## config.mk

```make
export PLATFORM = sky130hd
export DESIGN_NAME = wm8731_dac_serializer
export DESIGN_NICKNAME = d
export VERILOG_FILES = /design/src/rtl/wm8731_pkg.sv /design/src/rtl/wm8731_bclk_gen.sv /design/src/rtl/wm8731_dac_serializer.sv
export SDC_FILE = /design/constraint.sdc
export NUM_CORES = 1
export LEC_CHECK = 0
export ABC_CLOCK_PERIOD_IN_PS = 7800
export BUFFER_PORTS_ARGS = -buffer_cell sky130_fd_sc_hd__clkbuf_2
export CAP_MARGIN = 20
export CORE_ASPECT_RATIO = 1.75
export CORE_UTILIZATION = 50
export CTS_CLUSTER_SIZE = 16
export DETAILED_ROUTE_END_ITERATION = 8
export PLACE_DENSITY = 0.69
export SLEW_MARGIN = 20
export SYNTH_ARGS = -nofsm -noshare
export SYNTH_HDL_FRONTEND = slang
export SYNTH_SLANG_ARGS = --single-unit
```

## constraint.sdc

```tcl
create_clock -name clk -period 7.8 [get_ports clk]
set_input_delay 1.17 -clock clk [delete_from_list [all_inputs] [get_ports clk]]
set_output_delay 1.17 -clock clk [all_outputs]
set_load 0.005 [all_outputs]
```

## src/rtl/wm8731_pkg.sv

```systemverilog
// Shared types and timing constants for the WM8731 DAC path.
// Default dividers give 48 kHz frames from the 24 MHz system clock.
package wm8731_pkg;

  localparam int CLK_HZ = 24_000_000;
  localparam int FS_HZ  = 48_000;

  localparam int DEF_BCLKS_PER_CHANNEL = 25;
  // 2 channels x BCLKS_PER_CHANNEL bclk periods x 2 half-periods per frame
  localparam int DEF_CLK_PER_BCLK_HALF = CLK_HZ / (FS_HZ * 4 * DEF_BCLKS_PER_CHANNEL);

  typedef logic signed [15:0] sample_t;

  typedef struct packed {
    sample_t l;
    sample_t r;
  } stereo_t;

  typedef enum logic {
    CH_LEFT  = 1'b0,
    CH_RIGHT = 1'b1
  } ch_e;

endpackage

```

## src/rtl/wm8731_bclk_gen.sv

```systemverilog
// Codec timebase: phase within a BCLK period, slot within a channel, channel select.
// Holds phase 0 for one cycle after reset so the reset frame gets its own frame_strb.
module wm8731_bclk_gen
  import wm8731_pkg::*;
#(
  parameter int CLK_PER_BCLK_HALF = DEF_CLK_PER_BCLK_HALF,
  parameter int BCLKS_PER_CHANNEL = DEF_BCLKS_PER_CHANNEL,
  localparam int SLOT_W = $clog2(BCLKS_PER_CHANNEL)
) (
  input  logic              clk,
  input  logic              reset,
  output logic              bclk,
  output ch_e               ch,
  output logic [SLOT_W-1:0] slot,
  output logic              fall_strb,
  output logic              frame_strb
);

  localparam int PHASES  = 2 * CLK_PER_BCLK_HALF;
  localparam int PHASE_W = $clog2(PHASES);

  logic               running;
  logic [PHASE_W-1:0] phase;
  logic [PHASE_W-1:0] phase_nxt;
  logic [SLOT_W-1:0]  slot_nxt;
  ch_e                ch_nxt;
  logic               phase_wrap;
  logic               slot_wrap;

  always_comb begin
    phase_wrap = (phase == PHASE_W'(PHASES - 1));
    slot_wrap  = (slot == SLOT_W'(BCLKS_PER_CHANNEL - 1));
    phase_nxt  = phase;
    slot_nxt   = slot;
    ch_nxt     = ch;
    // The first edge after reset opens frame 0 without advancing the counters
    fall_strb  = !running;
    frame_strb = !running;
    if (running) begin
      phase_nxt = phase_wrap ? '0 : phase + PHASE_W'(1);
      if (phase_wrap) begin
        fall_strb = 1'b1;
        slot_nxt  = slot_wrap ? '0 : slot + SLOT_W'(1);
        if (slot_wrap) begin
          ch_nxt     = (ch == CH_LEFT) ? CH_RIGHT : CH_LEFT;
          frame_strb = (ch == CH_RIGHT);
        end
      end
    end
  end

  always_ff @(posedge clk or posedge reset) begin
    if (reset) begin
      running <= 1'b0;
      phase   <= '0;
      slot    <= '0;
      ch      <= CH_LEFT;
      bclk    <= 1'b0;
    end else begin
      running <= 1'b1;
      phase   <= phase_nxt;
      slot    <= slot_nxt;
      ch      <= ch_nxt;
      bclk    <= (phase_nxt >= PHASE_W'(CLK_PER_BCLK_HALF));
    end
  end

endmodule

```

## src/rtl/wm8731_dac_serializer.sv

```systemverilog
// I2S slave-format serializer for the WM8731 DAC: one stereo pair per frame via a holding register.
// Pairs land in the hold register and move to the frame registers only at frame boundaries.
module wm8731_dac_serializer
  import wm8731_pkg::*;
#(
  parameter int WIDTH             = 16,
  parameter int CLK_PER_BCLK_HALF = DEF_CLK_PER_BCLK_HALF,
  parameter int BCLKS_PER_CHANNEL = DEF_BCLKS_PER_CHANNEL
) (
  input  logic             clk,
  input  logic             reset,
  input  logic [WIDTH-1:0] sample_l,
  input  logic [WIDTH-1:0] sample_r,
  input  logic             sample_valid,
  output logic             sample_ready,
  output logic             bclk,
  output logic             dac_lr_ck,
  output logic             dac_dat,
  output logic             frame_start,
  output logic             underrun
);

  localparam int SLOT_W = $clog2(BCLKS_PER_CHANNEL);

  ch_e               ch;
  logic [SLOT_W-1:0] slot;
  logic              fall_strb;
  logic              frame_strb;

  logic [WIDTH-1:0] hold_l, hold_r;
  logic [WIDTH-1:0] frame_l, frame_r;
  logic [WIDTH-1:0] sh_l, sh_r;
  logic             hold_full;
  logic             primed;
  logic             accept;
  logic             take_hold;
  logic             chan_strb;

  wm8731_bclk_gen #(
    .CLK_PER_BCLK_HALF(CLK_PER_BCLK_HALF),
    .BCLKS_PER_CHANNEL(BCLKS_PER_CHANNEL)
  ) u_bclk_gen (
    .clk       (clk),
    .reset     (reset),
    .bclk      (bclk),
    .ch        (ch),
    .slot      (slot),
    .fall_strb (fall_strb),
    .frame_strb(frame_strb)
  );

  assign sample_ready = !hold_full;
  assign dac_lr_ck    = (ch == CH_RIGHT);
  assign accept       = sample_valid && !hold_full;
  assign take_hold    = frame_strb && hold_full;
  // Left-to-right boundary; right-to-left is the frame boundary itself
  assign chan_strb    = fall_strb && !frame_strb && (slot == SLOT_W'(BCLKS_PER_CHANNEL - 1));

  always_ff @(posedge clk or posedge reset) begin
    if (reset) begin
      hold_l      <= '0;
      hold_r      <= '0;
      hold_full   <= 1'b0;
      frame_l     <= '0;
      frame_r     <= '0;
      sh_l        <= '0;
      sh_r        <= '0;
      dac_dat     <= 1'b0;
      frame_start <= 1'b0;
      underrun    <= 1'b0;
      primed      <= 1'b0;
    end else begin
      frame_start <= frame_strb;
      // primed is clear only on the edge that opens the reset frame
      underrun    <= frame_strb && primed && !hold_full;
      if (frame_strb) primed <= 1'b1;

      if (accept) begin
        hold_l    <= sample_l;
        hold_r    <= sample_r;
        hold_full <= 1'b1;
      end else if (take_hold) begin
        hold_full <= 1'b0;
      end

      if (take_hold) begin
        frame_l <= hold_l;
        frame_r <= hold_r;
      end

      // Slot 0 of each channel carries the I2S one-bit delay
      if (frame_strb) begin
        sh_l    <= take_hold ? hold_l : frame_l;
        dac_dat <= 1'b0;
      end else if (chan_strb) begin
        sh_r    <= frame_r;
        dac_dat <= 1'b0;
      end else if (fall_strb) begin
        if (ch == CH_LEFT) begin
          dac_dat <= sh_l[WIDTH-1];
          sh_l    <= {sh_l[WIDTH-2:0], 1'b0};
        end else begin
          dac_dat <= sh_r[WIDTH-1];
          sh_r    <= {sh_r[WIDTH-2:0], 1'b0};
        end
      end
    end
  end

endmodule

```

* Yosys cells after proc, flatten, opt, wreduce, memory -nomap -nowiden *
Index checks and enable logic that the tools add are counted.

word-level totals
  output and inout port bits = 6
  bits in registers = 113
  input bits = 35
  word-level logic and storage cells = 65

operators by class
  bitwise gates (word level) = 1
  eq/ne operators = 4
  add/sub/neg operators = 2
  reduce and logical (&&, ||, !) cells = 18
  multiplexer cells = 23
  order comparisons = 1

operator list
  cell                                                                    count
  16-bit 2-to-1 mux                                                       8
  1-bit 2-to-1 mux                                                        12
  3-bit AND reduction                                                     3
  4-bit 2-to-1 mux                                                        2
  2-bit nonzero test                                                      4
  1-bit logical AND                                                       6
  5-bit by 1-bit adder with 5-bit output (second input constant)          1
  5-bit equality test (second input constant)                             1
  5-bit 2-to-1 mux                                                        1
  4-bit by 1-bit adder with 4-bit output (second input constant)          1
  4-bit equality test (second input constant)                             1
  4-bit by 3-bit >= comparator with 1-bit output (second input constant)  1
  2-bit inequality test (second input constant)                           2
  1-bit zero test                                                         3
  3-bit nonzero test                                                      1
  2-bit AND reduction                                                     1
  1-bit NOT                                                               1

* Logic depth before layout (Yosys ltp) *
Gate-level depths: netlist (run 1).

  word-level depth = 9
  gate-level depth with buffers = 8
  mapped depth without buffers = 6

* Hierarchy *
From an unflattened synthesis (run 1), not the netlist that was laid out.

second synthesis, totals
  cells, all modules = 350
  area, all modules = 4757.1 um2

modules (own cells, without submodules)
  module                 sequential area each (um2)  area an instance (um2)  cells an instance  instances
  wm8731_dac_serializer  2527.4                      4090.2                  283                1
  wm8731_bclk_gen        300.3                       666.9                   67                 1

* Worst setup path before layout (run 1) *
Ideal clock, no wire load.

  path type = register -> output
  from = register hold_full
  to = output sample_ready
  data required time = 6.630 ns
  path buffers = 2
  arrival = 1.192 ns
  setup slack = 5.438 ns
  stages on the path, launching flop included = 4
  cells stage by stage = dfrtp_1 -> clkbuf_1 -> buf_1 -> inv_1

on the way
  word-level cells in the longest chain between the ends = 1

ends and longest elaborated chain
  what                      line                         text
  start: declaration        wm8731_dac_serializer.sv:33  logic hold_full;
  start signal: assignment  wm8731_dac_serializer.sv:63  hold_full <= 1'b0;
  start signal: assignment  wm8731_dac_serializer.sv:81  hold_full <= 1'b1;
  start signal: assignment  wm8731_dac_serializer.sv:83  hold_full <= 1'b0;
  1-bit zero test           wm8731_dac_serializer.sv:52  assign sample_ready = !hold_full;
  end: declaration          wm8731_dac_serializer.sv:15  output logic sample_ready,

Every way passes these cells.

* Worst setup path in the final report (run 1) *
  from = register u_bclk_gen.slot[0]
  to = register frame_r[13]

on the way
  word-level cells in the longest chain between the ends = 5

ends and longest elaborated chain
  what                      line                         text
  start: declaration        wm8731_bclk_gen.sv:14        output logic [SLOT_W-1:0] slot,
  start signal: assignment  wm8731_bclk_gen.sv:62        slot <= slot_nxt;
  5-bit equality test       wm8731_bclk_gen.sv:32        slot_wrap = (slot == SLOT_W'(BCLKS_PER_CHANNEL - 1));
  1-bit 2-to-1 mux          wm8731_bclk_gen.sv:44        if (slot_wrap) begin
  1-bit 2-to-1 mux          wm8731_bclk_gen.sv:41        if (phase_wrap) begin
  1-bit 2-to-1 mux          wm8731_bclk_gen.sv:39        if (running) begin
  1-bit logical AND         wm8731_dac_serializer.sv:55  assign take_hold = frame_strb && hold_full;
  end signal: assignment    wm8731_dac_serializer.sv:88  frame_r <= hold_r;
  end: declaration          wm8731_dac_serializer.sv:31  logic [WIDTH-1:0] frame_l, frame_r;

Every way passes these cells.
A chain may end at the register's enable or synchronous reset.

==> results of run 1 <==
## layout make-up
| class | instances | share of cell area |
|---|---|---|
| Clock buffer | 21 | 0.08060 |
| Clock inverter | 10 | 0.02701 |
| Inverter | 16 | 0.01072 |
| Multi-Input combinational cell | 220 | 0.3284 |
| Sequential cell | 113 | 0.4845 |
| Tap cell | 122 | 0.02615 |
| Timing Repair Buffer | 46 | 0.04266 |
## synthesized netlist by cell type (2+ instances only)
cell type / instances
a21o_1: 2
a31oi_1: 2
buf_1: 4
buf_2: 7
clkbuf_1: 9
dfrtp_1: 113
ha_1: 2
inv_1: 16
mux2_1: 62
mux2_2: 17
mux2i_1: 47
nand2_1: 27
nand3_1: 5
nor2b_1: 5
nor3_1: 2
o21ai_0: 10
o21ai_1: 17
or2_1: 2
## path summary, 6_finish.rpt
check                                   start  slack, ps                  to  depth (start not counted)
max reg2reg                u_bclk_gen.slot[0]       4670         frame_r[13]                          8
min in group asynchronous               reset        750          hold_l[13]                          2
max in group asynchronous               reset       6020  u_bclk_gen.slot[0]                          3
min reg2reg                            primed        470              primed                          1
max                        u_bclk_gen.slot[0]       4670         frame_r[13]                          8
min                                    primed        470              primed                          1
## state kept, by name, summed over array words and instances (netlist names)
name,flops
u_bclk_gen.bclk,1
underrun,1
u_bclk_gen.phase,4
frame_l,16
dac_dat,1
frame_start,1
sh_r,16
u_bclk_gen.slot,5
primed,1
u_bclk_gen.running,1
hold_l,16
u_bclk_gen.ch,1
hold_full,1
sh_l,16
hold_r,16
frame_r,16
## report_power, final
part	switching (mW)	total, mW	internal [mW]	leakage [nW]
logic	0.150	0.331	0.181	1.11
clock network	0.255	0.811	0.555	0.301
registers	0.108	0.874	0.766	1.37
## layer usage
metal	vias up	track usage	routed length, µm
met5	-	0	0
met4	0	0.08120	175
met3	12	0.07241	265
met2	43	0.3145	4583
met1	1433	0.2168	3426
li1	1373	-	-
## logic make-up after synthesis
logic type,synth area share
muxes,0.2816
DFF,0.5790
and+or+nand+nor,0.05893
buffers and inverters,0.03177
AOI/OAI and AO/OA,0.03920
adders and majority gates,0.005123
xor gates and xnor gates,0.003588
other,0.0007679
## metrics by stage
step / worst slack [ps] / power (mW) / hold slack, ps / cell area [µm²] / util
2_1_floorplan: 3643 / 1.120 / 424.8 / 4883 / -
6_report: 4665 / 2.016 / 469.0 / 5837 / 0.6165
4_1_cts: 4637 / 2.042 / 460.0 / 5833 / 0.6161
5_1_grt: 4379 / 2.129 / 466.4 / 5837 / 0.6165
3_5_place_dp: 4714 / 1.222 / 447.9 / 5205 / 0.5498
3_3_place_gp: 4810 / 1.194 / 442.5 / 5205 / 0.5498
==> flow_summary.json, run 1 <==
{
  "status": "finished, final reports clean",
  "io_pins": 41,
  "synth_edf_count": 0,
  "vdd_ir_drop_max_mv": 0.2347,
  "first_pass_iters": 4,
  "p_leak_nw": 2.778,
  "hold_viol_final": 0,
  "ctsHoldBuffers": 0,
  "die-area_um2": 10180,
  "rsz0062_at_grt": "no",
  "synth_ff_type": "dfrtp_1",
  "multi_input_area_um2": 1917,
  "seq_area_um2": 2828,
  "clk_latency_ps": 410,
  "slowest_stage": "nand4b_1",
  "synthesis.nets": 407,
  "min_path_type": "register to register",
  "crit_top_cell": "buf_4",
  "place_hpwl_um": 5560,
  "fp.dieH_um": 132.7,
  "cts_tree": "done",
  "synth_area_leaders": "dfrtp_1, mux2_1, mux2i_1",
  "grt_pass1_wl_um": 14600,
  "cpLargestDelayFamily": "simple AND/OR/NAND/NOR gates",
  "drtAntennaViolNets": 0,
  "dp.cells": 517,
  "syn2layout_area_growth_pct": 19.52,
  "cts-buffers-inserted": 17,
  "timing.setup.tns_ps": 0,
  "fmax_mhz": 319.0,
  "path_class": "register to register",
  "fin_crit_sh": 0.4019,
  "htreeDepth": 4,
  "final_common_cell": "dfrtp_1",
  "n_antenna_cell": 0,
  "yosysTopAreaCellShare": 0.5790,
  "fin_nets": 451,
  "rows": 47,
  "port_buffers": 40,
  "finalClockSkew_ps": 10.19,
  "ys_seq_elements": 113,
  "fin_crit_ps": 3135,
  "grt_max_degree": 81,
  "ys_seq_area_frac": 0.5790,
  "critical_path_arrival_ps": 3420,
  "antenna_found_initial": 0,
  "coreArea_um2": 9468,
  "start_kind": "register",
  "crit_chain": "inv_1 -> ha_1 -> nand4b_1 -> o31ai_4 -> buf_4 -> nand2_1 -> buf_4 -> mux2_1",
  "cts_num_sinks": 113,
  "drc": 0,
  "drt_iter0_drc": 127,
  "syn_avg_cell_area_um2": 13.20,
  "slew_violations": 0,
  "cp_num_buf_inv": 3,
  "critical_path_required_ps": 8080,
  "synthArstFlopShare": 1.000,
  "yosysWarningCount": 0,
  "cts_resized": 0,
  "cp-end-kind": "register",
  "gp_congestion": 0.7443,
  "clockRootBuffer": "clkbuf_16",
  "grt_use_total": 0.1897,
  "post_cts_buffers": 0,
  "powerDensity_nw_per_um2": 345.4,
  "start_util": 0.5158,
  "crit_fanout": 21,
  "cts_max_path_buffers": 2,
  "syn_inst": 370,
  "slew_headroom": 0.3936,
  "yosysTopAreaCell": "dfrtp_1",
  "wire_per_inst_um": 15.42,
  "vias": 2861,
  "grt_pass1_vias": 3012,
  "drv_cap": 0,
  "synth.cell_area_um2": 4883,
  "fillCellCount": 743,
  "routed_wl_um": 8450,
  "stdcell_count": 548,
  "clk_pin_slew_worst_paths_ps": 50,
  "ys_types": 39,
  "die_width_um": 76.71,
  "critPathMaxStageDelay_ps": 440,
  "overflow": 0,
  "viasPerCell": 5.221,
  "finalSetupViolations": 0,
  "layout_common_cells": "dfrtp_1, mux2_1, mux2i_1",
  "drive_gt1_frac": 0.2324,
  "tightest_slew_ps": 909.6
}
(Power assumes the default switching activity.)
==> run 2: changes to the inputs <==
--- a/config.mk
+++ b/config.mk
@@ -5,7 +5,7 @@
 export SDC_FILE = /design/constraint.sdc
 export NUM_CORES = 1
 export LEC_CHECK = 0
-export ABC_CLOCK_PERIOD_IN_PS = 7800
+export ABC_CLOCK_PERIOD_IN_PS = 3140
 export BUFFER_PORTS_ARGS = -buffer_cell sky130_fd_sc_hd__clkbuf_2
 export CAP_MARGIN = 20
 export CORE_ASPECT_RATIO = 1.75
==> constraint.sdc (replaced) <==
create_clock -name clk -period 3.14 [get_ports clk]
set_input_delay 0.471 -clock clk [delete_from_list [all_inputs] [get_ports clk]]
set_output_delay 0.471 -clock clk [all_outputs]
set_load 0.005 [all_outputs]
==> run 2 against run 1 <==
Net effect: critical path depth is 2 lower; setup slack worse by 4000 ps; sequential cell count stayed put; clock-buffer cell count is 6 higher; global-route usage is 0.30 points lower; clock skew is 5.3 ps lower; critical path type unchanged.
==> flow_summary.json, run 2 (same netlist as run 1, synthesis figures left out) <==
{
  "rsz0062_at_grt": "no",
  "drc": 0,
  "setup_ws_ps": 675.3,
  "antenna_found_initial": 0,
  "crit_fanout": 16,
  "cp-end-kind": "register",
  "clk_pin_slew_worst_paths_ps": 50,
  "die-area_um2": 10180,
  "drive_gt1_frac": 0.2266,
  "path_class": "register to register",
  "routed_wl_um": 8250,
  "timing.setup.tns_ps": 0,
  "fin_crit_ps": 2465,
  "cts-buffers-inserted": 17,
  "layout_common_cells": "dfrtp_1, mux2_1, mux2i_1",
  "place_hpwl_um": 5391,
  "status": "finished, final reports clean",
  "whs_ps": 195.9,
  "clockRootBuffer": "clkbuf_16",
  "drtAntennaViolNets": 0,
  "finalSetupViolations": 0,
  "gp_congestion": 0.7894,
  "finalClockSkew_ps": 4.899,
  "start_kind": "register",
  "first_pass_iters": 6,
  "fp.dieH_um": 132.7,
  "viasPerCell": 5.273,
  "wire_per_inst_um": 15.00,
  "cts_tree": "done",
  "fin_crit_sh": 0.7849,
  "wl_met2_um": 4486,
  "critical_path_arrival_ps": 2740,
  "grt_pass1_vias": 3145,
  "htreeDepth": 4,
  "n_antenna_cell": 0,
  "grt_pass1_wl_um": 14610,
  "cts_max_path_buffers": 2,
  "grt_use_total": 0.1867,
  "final_common_cell": "dfrtp_1",
  "rows": 47,
  "met3_length_um": 224,
  "clk_latency_ps": 400,
  "fmax_mhz": 405.7,
  "critical_path_required_ps": 3410,
  "io_pins": 41,
  "slew_violations": 0,
  "fillCellCount": 715,
  "drt_iter0_drc": 200,
  "hold_viol_final": 0,
  "coreArea_um2": 9468,
  "post_cts_buffers": 0,
  "drt-met1-wl_um": 3354,
  "die_width_um": 76.71,
  "grt_max_degree": 114,
  "vias": 2900,
  "p_leak_nw": 2.776,
  "overflow": 0,
  "cts_resized": 0,
  "top_layer_used": "met4",
  "cts_num_sinks": 113,
  "start_util": 0.5158,
  "slew_headroom": 0.4473,
  "vdd_ir_drop_max_mv": 0.4971,
  "port_buffers": 40,
  "tightest_slew_ps": 829.1,
  "drv_cap": 0,
  "ctsHoldBuffers": 0,
  "fin_nets": 453,
  "powerDensity_nw_per_um2": 834.2,
  "dp_slack_ps": 726.0,
  "syn2layout_area_growth_pct": 19.52,
  "min_path_type": "input pin to async pin"
}
[run 2: cell count changes in the layout (fill, tap and decap cells not counted), sizes merged]
cell	before	now
buf	6	8
clkbuf	61	67
inv	16	15
bufinv	4	2
clkinv	3	1
clkinvlp	3	2
[run 2: through the flow]
stage / power [mW] / instances / utilization / area [µm²]
final: 4.869 / 550 / 0.6165 / 5837
after global routing: 5.138 / 550 / 0.6165 / 5837
after CTS: 4.923 / 550 / 0.6165 / 5837
after detailed placement: 3.029 / 519 / 0.5546 / 5251
after global placement: 2.971 / 519 / 0.5546 / 5251
after floorplan: 2.782 / 370 / - / 4887
[run 2: power by group]
part	leakage, nW	internal, mW	switching (mW)
Combinational	1.13	0.460	0.367
Clock	0.284	1.27	0.605
Sequential	1.37	1.90	0.268
[run 2: area by class of cell]
class / instances / area [µm²] / share of cell area
Inverter: 16 / 63.81 / 0.01093
Clock inverter: 4 / 72.57 / 0.01243
Sequential cell: 113 / 2828 / 0.4845
Clock buffer: 27 / 513.0 / 0.08789
Tap cell: 122 / 152.6 / 0.02615
Timing Repair Buffer: 48 / 285.3 / 0.04887
Multi-Input combinational cell: 220 / 1922 / 0.3293
[run 2: critical path, stage by stage (launching register included)]
cell and delay, ps:
dfrtp_1 410, inv_1 60, ha_1 200, nand4b_1 370
or4b_1 880, mux2i_1 320, o21ai_1 90
[run 2: worst paths after layout]
kind,startpoint,to,slack (ps),cells after the start
worst min-delay path,reset,hold_l[2],200,3
min in group clk,sample_r[0],hold_r[0],280,2
worst max-delay path,u_bclk_gen.slot[0],sh_r[7],680,6
max in group asynchronous,reset,primed,2470,3
worst min register to register,primed,primed,470,1
worst max register to register,u_bclk_gen.slot[0],sh_r[7],680,6
[run 2: routing by layer]
layer,global-route usage,vias to the layer above
li1,-,1377
met1,0.2054,1464
met2,0.3274,43
met3,0.04897,16
met4,0.09402,0
met5,0,-
==> run 3: changes to the inputs <==
--- a/config.mk
+++ b/config.mk
@@ -5,14 +5,15 @@
 export SDC_FILE = /design/constraint.sdc
 export NUM_CORES = 1
 export LEC_CHECK = 0
-export ABC_CLOCK_PERIOD_IN_PS = 3140
+export ABC_AREA = 1
+export ABC_CLOCK_PERIOD_IN_PS = 2200
 export BUFFER_PORTS_ARGS = -buffer_cell sky130_fd_sc_hd__clkbuf_2
 export CAP_MARGIN = 20
 export CORE_ASPECT_RATIO = 1.75
 export CORE_UTILIZATION = 50
 export CTS_CLUSTER_SIZE = 16
 export DETAILED_ROUTE_END_ITERATION = 8
-export PLACE_DENSITY = 0.69
+export PLACE_DENSITY = 0.71
 export SLEW_MARGIN = 20
 export SYNTH_ARGS = -nofsm -noshare
 export SYNTH_HDL_FRONTEND = slang
==> constraint.sdc (replaced) <==
create_clock -name clk -period 2.2 [get_ports clk]
set_input_delay 0.33 -clock clk [delete_from_list [all_inputs] [get_ports clk]]
set_output_delay 0.33 -clock clk [all_outputs]
set_load 0.005 [all_outputs]
==> run 3 against run 2 <==
Net effect: sequential share of layout area decreased by 0.29 points; critical endpoint is now sh_r[5]; global-route usage increased by 2.5 points; critical path depth is 4 higher; maximum frequency increased by 23%; first-iteration DRC count decreased by 14%; largest power group unchanged; highest routed layer unchanged.
==> flow_summary.json, run 3 <==
{
  "status": "finished, final reports clean",
  "drive_gt1_frac": 0.2263,
  "synth_ff_type": "dfrtp_1",
  "finalSetupViolations": 0,
  "layout_common_cells": "nand2_1, dfrtp_1, inv_1",
  "hold-path-endpoint": "hold_full",
  "n_antenna_cell": 0,
  "synthArstFlopShare": 1.000,
  "clk_latency_ps": 410,
  "fin_crit_ps": 2000,
  "finalClockSkew_ps": 12.67,
  "synth_most_common_cell": "nand2_1",
  "vdd_ir_drop_max_mv": 0.8558,
  "use_met1": 0.2400,
  "viasPerCell": 5.134,
  "place_hpwl_um": 6480,
  "coreArea_um2": 9468,
  "cp-end-kind": "register",
  "yosysWarningCount": 0,
  "clockRootBuffer": "clkbuf_16",
  "r2r_start": "u_bclk_gen.slot[0]",
  "timing.setup.tns_ps": 0,
  "ys_seq_elements": 113,
  "path_class": "register to register",
  "crit_chain": "inv_1 -> ha_1 -> nand2_1 -> nor2_1 -> nand3_4 -> buf_4 -> nand2_1 -> o21ai_0 -> nand2_1 -> o21ai_1",
  "port_buffers": 40,
  "reg2regPathDepth": 10,
  "p_leak_nw": 2.953,
  "start_util": 0.5165,
  "fin_crit_sh": 0.9090,
  "cts_tree": "done",
  "rsz0062_at_grt": "no",
  "min_from": "sample_valid",
  "crit_fanout": 21,
  "yosys-top-cells-count": "nand2_1, dfrtp_1, inv_1",
  "routed_wl_um": 9720,
  "htreeDepth": 4,
  "cts-buffers-inserted": 17,
  "start_kind": "register",
  "syn_inst": 518,
  "synth_edf_count": 0,
  "drtAntennaViolNets": 0,
  "grt_util_met3": 0.05586,
  "use_met2": 0.3631,
  "slew_violations": 0,
  "vias": 3599,
  "die_width_um": 76.76,
  "fmax_mhz": 500.0,
  "grt_pass1_vias": 3664,
  "ys_seq_area_frac": 0.5783,
  "tightest_slew_ps": 561.0,
  "yosysTopAreaCellShare": 0.5783,
  "critical_path_arrival_ps": 2270,
  "gp_congestion": 0.7475,
  "synth.cell_area_um2": 4890,
  "synthesis.nets": 555,
  "cpLargestDelayFamily": "simple AND/OR/NAND/NOR gates",
  "syn_avg_cell_area_um2": 9.440,
  "syn2layout_area_growth_pct": 20.09,
  "final_common_cell": "nand2_1",
  "utilization": 0.6202,
  "io_pins": 41,
  "rows": 47,
  "ys_types": 28,
  "fin_nets": 603,
  "powerDensity_nw_per_um2": 1281,
  "dp.cells": 668,
  "fp.dieH_um": 132.8,
  "r2r_slack_ps": 200,
  "drv_cap": 0,
  "slowest_stage": "dfrtp_1",
  "antenna_found_initial": 0,
  "first_pass_iters": 7,
  "fillCellCount": 755,
  "whs_ps": 151.8,
  "grt_max_degree": 48,
  "drc": 0,
  "crit_top_cell": "nand2_1",
  "stdcell_count": 701,
  "min_path_cells": 3,
  "die-area_um2": 10190,
  "cp_num_buf_inv": 2,
  "cts_num_sinks": 113,
  "cts_max_path_buffers": 2,
  "grt.busiest_layer": "met2",
  "min_path_type": "input pin to register",
  "critical_path_required_ps": 2470,
  "overflow": 0,
  "critPathMaxStageDelay_ps": 400,
  "synth_area_leaders": "dfrtp_1, nand2_1, mux2_2",
  "r2r_end": "sh_r[5]",
  "clk_pin_slew_worst_paths_ps": 50,
  "slew_headroom": 0.6252,
  "wire_per_inst_um": 13.87,
  "hold_viol_final": 0,
  "grt_use_total": 0.2114,
  "grt_pass1_wl_um": 16680,
  "drt_iter0_drc": 173,
  "yosysTopAreaCell": "dfrtp_1"
}
==> run 3: cell types whose count changed in the layout (fill, tap and decap cells not counted), sizes merged, moves of 4 or more <==
| cell | delta |
|---|---|
| nor2b | -5 |
| o21ai | +20 |
| buf | +4 |
| mux2 | -48 |
| nand4 | +15 |
| nand3 | +23 |
| nand2 | +136 |
| mux2i | -47 |
| inv | +29 |
| nor2 | +39 |
| clkbuf | -4 |
==> run 3: how the worst max path moves through the flow <==
| stage | from | slack, ps | cells after the start | endpoint |
|---|---|---|---|---|
| after floorplan | reset | 500 | 1 | dac_dat |
| after global placement | u_bclk_gen.slot[0] | 350 | 10 | sh_r[10] |
| after detailed placement | u_bclk_gen.slot[0] | 220 | 11 | sh_l[11] |
| after CTS | u_bclk_gen.slot[0] | 210 | 11 | sh_l[13] |
| after global routing | u_bclk_gen.slot[0] | 3 | 11 | sh_l[11] |
| final | u_bclk_gen.slot[0] | 200 | 10 | sh_r[5] |
==> run 3: worst reg2reg max path: cells and delay by family, from the launching register on <==
kind / cells / cell delay, ps
simple gates: 5 / 790
buf+inv: 2 / 380
fa+ha+maj: 1 / 150
compound gates: 2 / 160
flops: 1 / 400
==> run 3: cell type report <==
cell class,instances,area (µm²),share of cell area
flip-flops and latches,113,2828,0.4816
well taps,122,152.6,0.02600
clock buffers,23,508.0,0.08651
multi-input cells,336,1735,0.2955
inverters,45,172.7,0.02941
repair buffers,53,325.3,0.05540
clock inverters,9,150.1,0.02557
==> run 3: cell families (layout without fill, tap and decap cells) <==
logic type | Yosys count | in the layout | share of synthesized area
compound gates | 52 | 52 | 0.05502
fa+ha+maj | 2 | 2 | 0.005117
buf+inv | 69 | 130 | 0.06678
flops | 113 | 113 | 0.5783
mux | 32 | 32 | 0.07370
other cells | 1 | 1 | 0.0007669
simple gates | 249 | 249 | 0.2203
==> run 3: timing repair <==
item / 4_1_cts / 5_1_grt
endpoints found under the hold margin: 22 / 0
hold buffers: 1 / 0
resized for setup: 0 / 0
buffers inserted: 0 / 0
==> run 3: power breakdown <==
part / leakage, nW / switching, mW / total [mW] / internal, mW
Sequential: 1.40 / 0.361 / 3.17 / 2.81
Combinational: 1.23 / 0.775 / 1.37 / 0.592
Clock: 0.321 / 0.912 / 2.98 / 2.07
==> run 3: metrics by stage <==
stage	power (mW)	worst slack, ps	cell area (µm²)
5_1_grt	7.954	3.433	5872
6_report	7.520	200.1	5872
4_1_cts	7.581	207.0	5872
2_1_floorplan	4.178	498.6	4893
3_3_place_gp	4.459	347.7	5204
3_5_place_dp	4.566	219.4	5204
==> run 3: layer usage <==
metal / part of all wire / vias up / routed length, µm
met3: 0.026 / 16 / 255
met2: 0.54 / 71 / 5275
li1: - / 1757 / -
met4: 0.020 / 0 / 193
met1: 0.41 / 1755 / 3996
met5: 0 / - / 0
